## src/rtl/dbg_uart_bridge_if.sv

```systemverilog
// Debug port bus between the UART bridge (master) and the soc (slave).
// Ports: dbg_addr, dbg_din, dbg_wr_en, dbg_req (master->slave); dbg_dout, dbg_ack (slave->master).
interface dbg_uart_bridge_if;
    logic [1:0]  dbg_addr;
    logic [31:0] dbg_din;
    logic [31:0] dbg_dout;
    logic        dbg_wr_en;
    logic        dbg_req;
    logic        dbg_ack;

    modport master (
        output dbg_addr, dbg_din, dbg_wr_en, dbg_req,
        input  dbg_dout, dbg_ack
    );

    modport slave (
        input  dbg_addr, dbg_din, dbg_wr_en, dbg_req,
        output dbg_dout, dbg_ack
    );
endinterface

```

## src/rtl/dbg_uart_bridge.sv

```systemverilog
// UART byte stream -> soc debug transactions, replies sent back to the UART transmitter.
// Ports: clk, rst (sync, active high); rx_data/rx_valid from UART rx; tx_data/tx_valid/tx_ready
// to UART tx; dbg (debug bus master); rx_overrun sticky flag. Optional: DBG_BRIDGE_TIMEOUT_EN.
module dbg_uart_bridge #(
    parameter int unsigned TIMEOUT_CYCLES = 65536,
    parameter logic [7:0]  ACK_BYTE       = 8'h06,
    parameter logic [7:0]  NAK_BYTE       = 8'h15
) (
    input  logic              clk,
    input  logic              rst,
    input  logic [7:0]        rx_data,
    input  logic              rx_valid,
    output logic [7:0]        tx_data,
    output logic              tx_valid,
    input  logic              tx_ready,
    dbg_uart_bridge_if.master dbg,
    output logic              rx_overrun
);
    typedef enum logic [2:0] {IDLE, WDATA, REQ, WAIT_ACK, RESP} state_t;

    state_t      state;
    logic [1:0]  cmd_addr;
    logic        cmd_wr;
    logic [1:0]  wcnt;
    logic [23:0] resp_sr;
    logic [2:0]  resp_left;
    logic        busy;
`ifdef DBG_BRIDGE_TIMEOUT_EN
    logic [31:0] tcnt;
`endif

    always_comb begin
        busy = (state != IDLE) && (state != WDATA);
    end

    always_ff @(posedge clk) begin
        if (rst) begin
            state         <= IDLE;
            tx_data       <= 8'h00;
            tx_valid      <= 1'b0;
            dbg.dbg_addr  <= 2'd0;
            dbg.dbg_din   <= 32'd0;
            dbg.dbg_wr_en <= 1'b0;
            dbg.dbg_req   <= 1'b0;
            rx_overrun    <= 1'b0;
            cmd_addr      <= 2'd0;
            cmd_wr        <= 1'b0;
            wcnt          <= 2'd0;
            resp_sr       <= 24'd0;
            resp_left     <= 3'd0;
`ifdef DBG_BRIDGE_TIMEOUT_EN
            tcnt          <= 32'd0;
`endif
        end else begin
            // Bytes arriving while a request or reply is in flight are lost.
            if (rx_valid && busy) begin
                rx_overrun <= 1'b1;
            end
            case (state)
                IDLE: begin
                    if (rx_valid) begin
                        cmd_addr <= rx_data[1:0];
                        cmd_wr   <= rx_data[7];
                        if (rx_data[6:2] != 5'd0) begin
                            tx_data   <= NAK_BYTE;
                            tx_valid  <= 1'b1;
                            resp_left <= 3'd1;
                            state     <= RESP;
                        end else if (rx_data[7]) begin
                            wcnt  <= 2'd0;
                            state <= WDATA;
                        end else begin
                            state <= REQ;
                        end
                    end
                end
                WDATA: begin
                    if (rx_valid) begin
                        // Little-endian: after four shifts the first byte sits in [7:0].
                        dbg.dbg_din <= {rx_data, dbg.dbg_din[31:8]};
                        wcnt        <= wcnt + 2'd1;
                        if (wcnt == 2'd3) begin
                            state <= REQ;
                        end
                    end
                end
                REQ: begin
                    dbg.dbg_req   <= 1'b1;
                    dbg.dbg_addr  <= cmd_addr;
                    dbg.dbg_wr_en <= cmd_wr;
`ifdef DBG_BRIDGE_TIMEOUT_EN
                    tcnt          <= 32'd0;
`endif
                    state         <= WAIT_ACK;
                end
                WAIT_ACK: begin
                    // dbg_req is already high in every WAIT_ACK cycle.
                    if (dbg.dbg_ack) begin
                        dbg.dbg_req <= 1'b0;
                        tx_valid    <= 1'b1;
                        state       <= RESP;
                        if (cmd_wr) begin
                            tx_data   <= ACK_BYTE;
                            resp_left <= 3'd1;
                        end else begin
                            tx_data   <= dbg.dbg_dout[7:0];
                            resp_sr   <= dbg.dbg_dout[31:8];
                            resp_left <= 3'd4;
                        end
                    end
`ifdef DBG_BRIDGE_TIMEOUT_EN
                    else if (tcnt == TIMEOUT_CYCLES - 1) begin
                        dbg.dbg_req <= 1'b0;
                        tx_data     <= NAK_BYTE;
                        tx_valid    <= 1'b1;
                        resp_left   <= 3'd1;
                        state       <= RESP;
                    end else begin
                        tcnt <= tcnt + 32'd1;
                    end
`endif
                end
                RESP: begin
                    if (tx_valid && tx_ready) begin
                        if (resp_left == 3'd1) begin
                            tx_valid <= 1'b0;
                            state    <= IDLE;
                        end else begin
                            tx_data   <= resp_sr[7:0];
                            resp_sr   <= {8'h00, resp_sr[23:8]};
                            resp_left <= resp_left - 3'd1;
                        end
                    end
                end
                default: state <= IDLE;
            endcase
        end
    end
endmodule

```

## src/flat_wrapper.sv

```systemverilog
// flat-port wrapper written by rule: the top's interface ports become plain ports
module dbg_uart_bridge_flat 
#(
    parameter int unsigned TIMEOUT_CYCLES = 65536,
    parameter logic [7:0]  ACK_BYTE       = 8'h06,
    parameter logic [7:0]  NAK_BYTE       = 8'h15
)
  (clk, rst, rx_data, rx_valid, tx_data, tx_valid, tx_ready, rx_overrun, dbg_dbg_addr, dbg_dbg_din, dbg_dbg_wr_en, dbg_dbg_req, dbg_dbg_dout, dbg_dbg_ack);
  dbg_uart_bridge_if dbg_i ();
  input  logic clk;
  input  logic rst;
  input  logic [7:0] rx_data;
  input  logic rx_valid;
  output logic [7:0] tx_data;
  output logic tx_valid;
  input  logic tx_ready;
  output logic rx_overrun;
  output wire logic [$bits(dbg_i.dbg_addr)-1:0] dbg_dbg_addr;
  output wire logic [$bits(dbg_i.dbg_din)-1:0] dbg_dbg_din;
  output wire logic [$bits(dbg_i.dbg_wr_en)-1:0] dbg_dbg_wr_en;
  output wire logic [$bits(dbg_i.dbg_req)-1:0] dbg_dbg_req;
  input wire logic [$bits(dbg_i.dbg_dout)-1:0] dbg_dbg_dout;
  input wire logic [$bits(dbg_i.dbg_ack)-1:0] dbg_dbg_ack;
  assign dbg_dbg_addr = dbg_i.dbg_addr;
  assign dbg_dbg_din = dbg_i.dbg_din;
  assign dbg_dbg_wr_en = dbg_i.dbg_wr_en;
  assign dbg_dbg_req = dbg_i.dbg_req;
  assign dbg_i.dbg_dout = dbg_dbg_dout;
  assign dbg_i.dbg_ack = dbg_dbg_ack;
  dbg_uart_bridge #(.TIMEOUT_CYCLES(TIMEOUT_CYCLES), .ACK_BYTE(ACK_BYTE), .NAK_BYTE(NAK_BYTE)) u_core (.clk(clk), .rst(rst), .rx_data(rx_data), .rx_valid(rx_valid), .tx_data(tx_data), .tx_valid(tx_valid), .tx_ready(tx_ready), .dbg(dbg_i), .rx_overrun(rx_overrun));
endmodule
```

## config.mk

```make
export PLATFORM = sky130hd
export DESIGN_NAME = dbg_uart_bridge_flat
export DESIGN_NICKNAME = d
export VERILOG_FILES = /design/src/rtl/dbg_uart_bridge_if.sv /design/src/rtl/dbg_uart_bridge.sv /design/src/flat_wrapper.sv
export SDC_FILE = /design/constraint.sdc
export NUM_CORES = 1
export LEC_CHECK = 0
export CAP_MARGIN = 30
export CORE_MARGIN = 2
export CORE_UTILIZATION = 45
export DETAILED_ROUTE_END_ITERATION = 8
export PLACE_DENSITY = 0.74
export SETUP_SLACK_MARGIN = 0.2
export SKIP_LAST_GASP = 1
export SYNTH_ARGS = -nofsm -noshare
export SYNTH_HDL_FRONTEND = slang
export SYNTH_SLANG_ARGS = --single-unit
```

## constraint.sdc

```tcl
create_clock -name clk -period 3.1 [get_ports clk]
set_clock_uncertainty 0.2 [all_clocks]
set_input_delay 0.62 -clock clk [delete_from_list [all_inputs] [get_ports clk]]
set_output_delay 0.62 -clock clk [all_outputs]
set_load 0.05 [all_outputs]
```

======== Word level (Yosys, flattened, before mapping) ========
Cells that the tools add are included.
operators by class
  add/sub/neg operators ................... 2
  reductions and logical operators ........ 18
  equality and inequality tests ........... 18
  mux-type cells .......................... 41
operators with widths
  kind                                                              count
  24-bit 2-to-1 mux                                                 4
  8-bit 2-to-1 mux                                                  6
  24-bit case mux with 2 select lines                               1
  3-bit 2-to-1 mux                                                  13
  8-bit case mux with 3 select lines                                1
  6-bit AND reduction                                               3
  3-bit case mux with 5 select lines                                1
  2-bit != test (second input constant)                             7
  2-bit 2-to-1 mux                                                  5
  5-bit AND reduction                                               2
  3-bit case mux with 3 select lines                                1
  2-bit by 1-bit != test with 1-bit output (second input constant)  4
  3-bit by 1-bit == test with 1-bit output (second input constant)  2
  3-bit by 2-bit == test with 1-bit output (second input constant)  2
  1-bit 2-to-1 mux                                                  6
  2-bit AND reduction                                               3
  2-bit nonzero test                                                3
  3-bit nonzero test                                                2
  5-bit nonzero test                                                1
  2-bit case mux with 2 select lines                                1
  3-bit == test (second input constant)                             1
  1-bit logical AND                                                 3
  3-bit logical NOT                                                 1
  3-bit by 1-bit != test with 1-bit output (second input constant)  1
  5 further kinds                                                   5
word-level totals
  bits in registers ....................... 81
  word-level logic and storage cells ...... 92
  input port bits ......................... 45

======== Logic depth before layout (Yosys ltp) ========
Gate-level depths: netlist of run 1.
  word-level depth ........................ 4
  gate-level depth with buffers ........... 8
  depth with buffers taken out ............ 6

======== Worst setup path after synthesis of run 1 ========
No wires, ideal clock.
  kind .................................... input-to-reg
  from .................................... input rx_data[2]
  to ...................................... register u_core.resp_sr[10]
  data arrival time ....................... 2.135 ns
  setup slack ............................. 0.644 ns
  stages on the path ...................... 5
  library setup time ...................... 0.121 ns
  required time ........................... 2.779 ns
  cell sequence ........................... nor3_1 -> a221oi_4 -> o221ai_4 -> buf_6 -> mux2_4
RTL lines
  element               RTL line                text
  from (decl)           flat_wrapper.sv:12      input logic [7:0] rx_data;
  to (signal assigned)  dbg_uart_bridge.sv:107  resp_sr <= dbg.dbg_dout[31:8];
  to (signal assigned)  dbg_uart_bridge.sv:130  resp_sr <= {8'h00, resp_sr[23:8]};
  to (decl)             dbg_uart_bridge.sv:25   logic [23:0] resp_sr;

======== Worst setup path in the final report of run 1 ========
  from .................................... register u_core.state[0]
  to ...................................... register u_core.resp_sr[15]
on the way
  cells in the longest elaborated chain, start to end .. 3
  elaborated cells on any way between the ends .. 9
  classes of those cells .................. 6 x eq/ne; 1 x mux; 2 x reduce/logical
RTL lines
  element                                                                           RTL line               text
  from (decl)                                                                       dbg_uart_bridge.sv:21  state_t state;
  from (signal assigned)                                                            dbg_uart_bridge.sv:38  state <= IDLE;
  from (signal assigned)                                                            dbg_uart_bridge.sv:68  state <= RESP;
  from (signal assigned)                                                            dbg_uart_bridge.sv:71  state <= WDATA;
  3-bit by 2-bit == test with 1-bit output / 3-bit == test (equally long branches)  dbg_uart_bridge.sv:59  case (state)
  2-bit != test (no source line) (tied with other cells)                            n/a
  5-bit AND reduction (no source line)                                              n/a
Several ways; a longest one is shown, not always the timed one.
A chain may end at the register's enable or synchronous reset.

==> run metrics, run 1 <==
status=completed; crit end category=register; #FFs+latches synth=81; synthesized net count=477; clock root buffer=clkbuf_8; first-pass GRT wire length=14,500 um; CTS tree=done; chip height=94.2 um; clk buf depth=2; WHS=0.253 ns; final hold viol count=0; vias per cell=5.26; fillcell total=699; area leader, netlist=dfxtp_1; Distinct cells, synth=51; CTS HTree Levels=3; ranking of synthesized cells by area=dfxtp_1 44%, nand2_1 11%, a21oi_1 8.2%; syn_area_per_cell=8.53 um^2; sequential-to-total area share from yosys stat=44.3%; crit path launch type=register; Setup CP Type=reg -> reg; Crit Path Max Fanout=24; Comb pwr share=14.9%; met3 WL=330 um; flop-to-flop setup slack=0.52 ns; Nets=555; switch share=24.7%; CP Data Arrival Time=2.62 ns; measured slew at the worst slew-check pin=0.862 ns; setup_tns=0 ns; dpl cells=598; die width=94.2 um; Max Cap Viol=0; total congestion overflow=0; Clk pin slew, worst setup/hold paths=0.08 ns; PwrDens=495 nW/um^2; I/O Buffers=90; DRT Wirelength=8810 um; Critical Path Max Stage Delay=0.63 ns; Async SR Flop Fraction=0%; Initial DRC Count=148; cell count after synthesis=429; Post-synth EDFFs=0; slew margin rel.=42.4%; area grow syn2layout=33.5%; DRC=0; # IOs=91; cell area after layout=4880 um^2; Static Leak=1.80 nW; post-CTS setup buffer count=0; Metal-1 WL=3920 um; total CTS buffers=9; antenna violations before repair=0; P_sw=0.597 mW; Max Freq=387 MHz; CTS sink count=81; Final Wtd Congestion=0.815; count leader, synth=nand2_1; clk_lat worst skew=0.35 ns; Detailed Place HPWL=6120 um; layout cell share with drive strength beyond 1=9.59%; worst path required time=3.14 ns; Final Cycle Share=83.3%; unrepaired setup endpoints after global routing=false; Core Util, Final=62.5%; count of final max-slew check failures=0; largest net degree at the start of global routing=57; vias in the first global route=3,072; row cnt=32; Die ar.=8860 um^2; Clk pwr share=39.6%; global-route total usage across every layer=20.5%; Routed met2 length=4410 um; Buf/Inv on CP=1; Routed Antenna Nets=0; DR WL/cell=14.4 um; # diodes=0; ys flop type=dfxtp_1; Synth Warn #=0; drt pass-1 iters=4; Int Pwr=1.82 mW; fin crit period=2.58 ns; Initial Utilization=46.8%; top cells by count, synth=109 x nand2_1, 81 x dfxtp_1, 60 x a21oi_1, 25 x clkbuf_1, 19 x nor2b_1; Post-CTS Resized=0; worst min path class=reg -> reg; Hold-fix buffers, CTS=0; Peak VDD IR=211 uV; via count=3,226; CP top delay family=flip-flops; final setup fails=0; core area=7810 um^2; CP max stage cell=dfxtp_1; Top Layer Used=met4; share of the synthesized area in the top cell type=44.3%; Seq pwr share=45.5%; placed cell areas=4630 um^2; post-route insts no fill=613; Post-Syn Area=3660 um^2; crit-path cells=or2_0, o32a_1, o221ai_4, buf_12, mux2_1
[per-stage QoR]
stage,setup slack (ns),power [mW]
after detailed placement,0.253,1.48
after global placement,0.323,1.48
after floorplan,0.644,1.35
after global routing,0.391,2.51
after CTS,0.541,2.43
final,0.518,2.42
[cells by family (layout without fill, tap and decap cells)]
group                      count (synthesis)  count (layout)  synth area share, %
AOI/OAI and AO/OA                        113             113                 20.5
buffers and inverters                     43             125                 5.06
muxes                                     26              26                 8.76
and+or+nand+nor                          163             163                 20.3
DFF                                       81              81                 44.3
adders and majority gates                  3               3                 1.03
[cell type report]
class / count / area [um^2] / area share (%)
Multi-Input combinational cell: 305 / 1850 / 37.9
Sequential cell: 81 / 1620 / 33.2
Timing Repair Buffer: 100 / 996 / 20.4
Clock buffer: 11 / 151 / 3.10
Tap cell: 102 / 128 / 2.61
Clock inverter: 4 / 98.8 / 2.02
Inverter: 10 / 37.5 / 0.769
[layout by cell type (no fill, tap or decap), types with 2 or more instances in the layout]
| cell type | Yosys | final |
|---|---|---|
| mux2_4 | 10 | 10 |
| o21ai_0 | 9 | 9 |
| nor3b_1 | 2 | 2 |
| a31o_2 | 2 | 2 |
| nor2b_1 | 19 | 19 |
| mux2_2 | 6 | 6 |
| bufinv_16 | 0 | 3 |
| buf_12 | 0 | 2 |
| nand2_1 | 109 | 109 |
| a21oi_1 | 60 | 60 |
| o211ai_1 | 5 | 5 |
| nand2b_1 | 4 | 4 |
| nand3_1 | 2 | 2 |
| clkbuf_8 | 0 | 11 |
| buf_4 | 1 | 8 |
| inv_1 | 10 | 10 |
| a22oi_1 | 5 | 5 |
| a32o_1 | 8 | 8 |
| o211a_1 | 4 | 4 |
| nor2_1 | 13 | 13 |
| a211oi_1 | 4 | 4 |
| a31oi_1 | 4 | 4 |
| dfxtp_1 | 81 | 81 |
| o32ai_1 | 2 | 2 |
| ha_1 | 3 | 3 |
| and3_1 | 2 | 2 |
| mux2i_1 | 8 | 8 |
| clkdlybuf4s50_1 | 0 | 89 |
| mux2_1 | 2 | 2 |
[worst min-delay path, cell delays in order, from the launching register on]
cell and delay [ns]:
dfxtp_1 0.31, inv_1 0.05, a21oi_1 0.05
[path summary, 6_finish.rpt]
| kind | end | cells past startpoint | start |
|---|---|---|---|
| max | u_core.resp_sr[15]$_SDFFE_PP0P_ | 5 | u_core.state[0]$_SDFFE_PP0P_ |
| min | u_core.rx_overrun$_SDFFE_PP0P_ | 2 | u_core.rx_overrun$_SDFFE_PP0P_ |
| max reg2reg | u_core.resp_sr[15]$_SDFFE_PP0P_ | 5 | u_core.state[0]$_SDFFE_PP0P_ |
| min reg2reg | u_core.rx_overrun$_SDFFE_PP0P_ | 2 | u_core.rx_overrun$_SDFFE_PP0P_ |
[flip-flops by register name, summed over array words and instances (netlist names)]
name / flops
u_core.dbg.dbg_din: 32
u_core.tx_valid: 1
u_core.resp_left: 3
u_core.wcnt: 2
u_core.cmd_wr: 1
u_core.resp_sr: 24
u_core.dbg.dbg_addr: 2
u_core.state: 3
u_core.rx_overrun: 1
u_core.dbg.dbg_wr_en: 1
u_core.cmd_addr: 2
u_core.tx_data: 8
u_core.dbg.dbg_req: 1
[power by group through the flow]
stage                     Clock, mW  Combinational (mW)  Sequential, mW
after floorplan                   0               0.175            1.17
after global placement            0               0.355            1.12
after detailed placement          0               0.359            1.12
after CTS                     0.974               0.361            1.10
after global routing           1.02               0.389            1.10
final                         0.956               0.361            1.10
[layer usage]
| layer | up-vias | GRT usage [%] |
|---|---|---|
| met3 | 9 | 3.29 |
| met1 | 1508 | 26.4 |
| li1 | 1637 | - |
| met4 | 0 | 8.45 |
| met2 | 72 | 34.1 |
| met5 | - | 0 |
(Power assumes the default switching activity.)
==> run 2, diff against run 1 <==
CORE_UTILIZATION = 44   (was 45)
PLACE_DENSITY = 0.75   (was 0.74)
clock period = 2.2 ns   (was 3.1 ns; I/O delays follow)
==> run 2 against run 1 <==
Combinational power rose by 60%. Critical endpoint is now u_core.resp_left[2]$_SDFFE_PP0P_. Sequential share of layout area shrank 1.3 points. Wire length rose by 8.4%. Sequential cell count unchanged. Largest power group unchanged.
==> run metrics, run 2 (synthesis results as in run 1) <==
Critical Path Max Stage Delay=0.37 ns (-0.26 ns); most frequent cells in the layout=109 x nand2_1, 76 x dfxtp_1, 59 x a21oi_1, 45 x dlygate4sd2_1, 41 x buf_4; CP top delay family=compound AO/OA/AOI/OAI gates; clk_lat worst skew=0.35 ns (about the same); slew margin rel.=66.3% (+24 points); PwrDens=644 nW/um^2 (+30%); unrepaired setup endpoints after global routing=true; # IOs=91 (unchanged); total congestion overflow=0 (unchanged); layout cell share with drive strength beyond 1=18.4% (+8.8 points); CTS HTree Levels=3 (unchanged); # diodes=0 (unchanged); fin crit period=1.99 ns (-0.588 ns); die width=95.2 um (+1.1%); CP max stage cell=a221o_1; Final Wtd Congestion=0.934 (+15%); Initial DRC Count=183 (+24%); via count=3,409 (+5.7%); crit end category=register; CP Data Arrival Time=2.03 ns (-0.59 ns); DRT Wirelength=9550 um (+8.4%); largest net degree at the start of global routing=43 (-25%); total CTS buffers=9 (unchanged); drt pass-1 iters=5 (+1); cell area after layout=5120 um^2 (+4.8%); vias per cell=5.26 (about the same); biggest regs=u_core.dbg.dbg_din x32, u_core.resp_sr x24, u_core.tx_data x8; Buf/Inv on CP=2 (+1); first-pass GRT wire length=14,800 um (+2.4%); Die ar.=9060 um^2 (+2.2%); clk buf depth=2 (unchanged); Final Cycle Share=90.6% (+7.3 points); CTS sink count=81 (unchanged); count of final max-slew check failures=0 (unchanged); Peak VDD IR=343 uV (+63%); vias in the first global route=3,084 (+0.39%); DRC=0 (unchanged); Max Cap Viol=0 (unchanged); final hold viol count=0 (unchanged); most common cell after layout, fill and taps aside=nand2_1; Detailed Place HPWL=6610 um (+8.0%); CTS tree=done; row cnt=33 (+3.1%); Max Freq=501 MHz (+29%); final setup fails=0 (unchanged); worst path required time=2.24 ns (-0.90 ns); Setup CP Type=reg -> reg; measured slew at the worst slew-check pin=0.508 ns (-0.354 ns); Hold-fix buffers, CTS=0 (unchanged); Nets=587 (+5.8%); I/O Buffers=90 (unchanged); global-route total usage across every layer=21.0% (+0.50 points); Initial Utilization=45.0% (-1.9 points); antenna violations before repair=0 (unchanged); placed cell areas=4820 um^2 (+4.1%); Routed Antenna Nets=0 (unchanged); fillcell total=684 (-2.1%); Clk pin slew, worst setup/hold paths=0.08 ns (about the same); chip height=95.2 um (+1.1%); crit-path cells=or2_4, buf_4, a221o_1, buf_4, a211oi_1, o32ai_1; max FFs per register=32 (unchanged); most frequent CP cell=buf_4; DR WL/cell=14.7 um (+2.6%); worst min path class=in -> reg; Top reg by flops=u_core.dbg.dbg_din; Crit Path Max Fanout=6 (-75%); area grow syn2layout=40.0%; crit path launch type=register; core area=8130 um^2 (+4.2%); clock root buffer=clkbuf_8; Static Leak=2.19 nW (+22%); status=completed; Pwr Total=3.30 mW (+36%)
==> run 2: power by group <==
part,internal [mW],leakage (nW),switching [mW]
sequential,1.51,0.659,0.0337
combinational,0.275,1.42,0.304
clock,0.633,0.102,0.537
==> run 2: area by class of cell <==
| cell class | instances | area [um^2] | share of cell area (%) |
|---|---|---|---|
| Clock inverter | 5 | 81.3 | 1.59 |
| Multi-Input combinational cell | 305 | 1900 | 37.1 |
| Clock buffer | 10 | 128 | 2.49 |
| Inverter | 10 | 37.5 | 0.733 |
| Tap cell | 105 | 131 | 2.57 |
| Sequential cell | 81 | 1630 | 31.9 |
| Timing Repair Buffer | 132 | 1210 | 23.6 |
==> run 2: per-stage QoR <==
step / utilization [%] / setup WS [ns] / TNS (ns) / hold slack [ns] / instances
global route: 62.9 / 0.152 / 0 / 0.241 / 648
CTS: 62.2 / 0.183 / 0 / 0.212 / 643
floorplan: - / 0.0653 / 0 / 0.235 / 429
detailed placement: 59.3 / -0.263 / -6.69 / 0.245 / 624
global placement: 59.3 / -0.245 / -5.90 / 0.237 / 624
finish: 62.9 / 0.206 / 0 / 0.234 / 648
==> run 2: metal layers <==
layer / share of wire, % / global-route usage, % / vias up
met4: 2.1 / 9.78 / 0
met1: 44 / 28.5 / 1600
met2: 49 / 32.9 / 90
li1: - / - / 1703
met3: 4.5 / 3.32 / 16
met5: 0 / 0 / -
==> run 2: repair_timing <==
action | 4_1_cts | 5_1_grt
endpoints found under the setup margin | 73 | 26
pin swaps | 2 | 7
gates resized for setup | 62 | 6
buffers inserted | 3 | 5
gates cloned | 1 | 0
==> run 2: worst paths after layout <==
kind                                       start  cells past startpoint                                to  slack (ns)
setup / recovery    u_core.state[0]$_SDFFE_PP0P_                      6  u_core.resp_left[2]$_SDFFE_PP0P_        0.21
hold / removal                               rst                      2      u_core.state[2]$_SDFFE_PP0P_        0.23
setup reg to reg    u_core.state[0]$_SDFFE_PP0P_                      6  u_core.resp_left[2]$_SDFFE_PP0P_        0.21
hold reg to reg   u_core.rx_overrun$_SDFFE_PP0P_                      2    u_core.rx_overrun$_SDFFE_PP0P_        0.25
==> run 2: worst reg2reg max path, stage by stage (launching register included) <==
cell and delay (ns):
dfxtp_2 0.36, or2_4 0.28, buf_4 0.16, a221o_1 0.37
buf_4 0.16, a211oi_1 0.25, o32ai_1 0.10
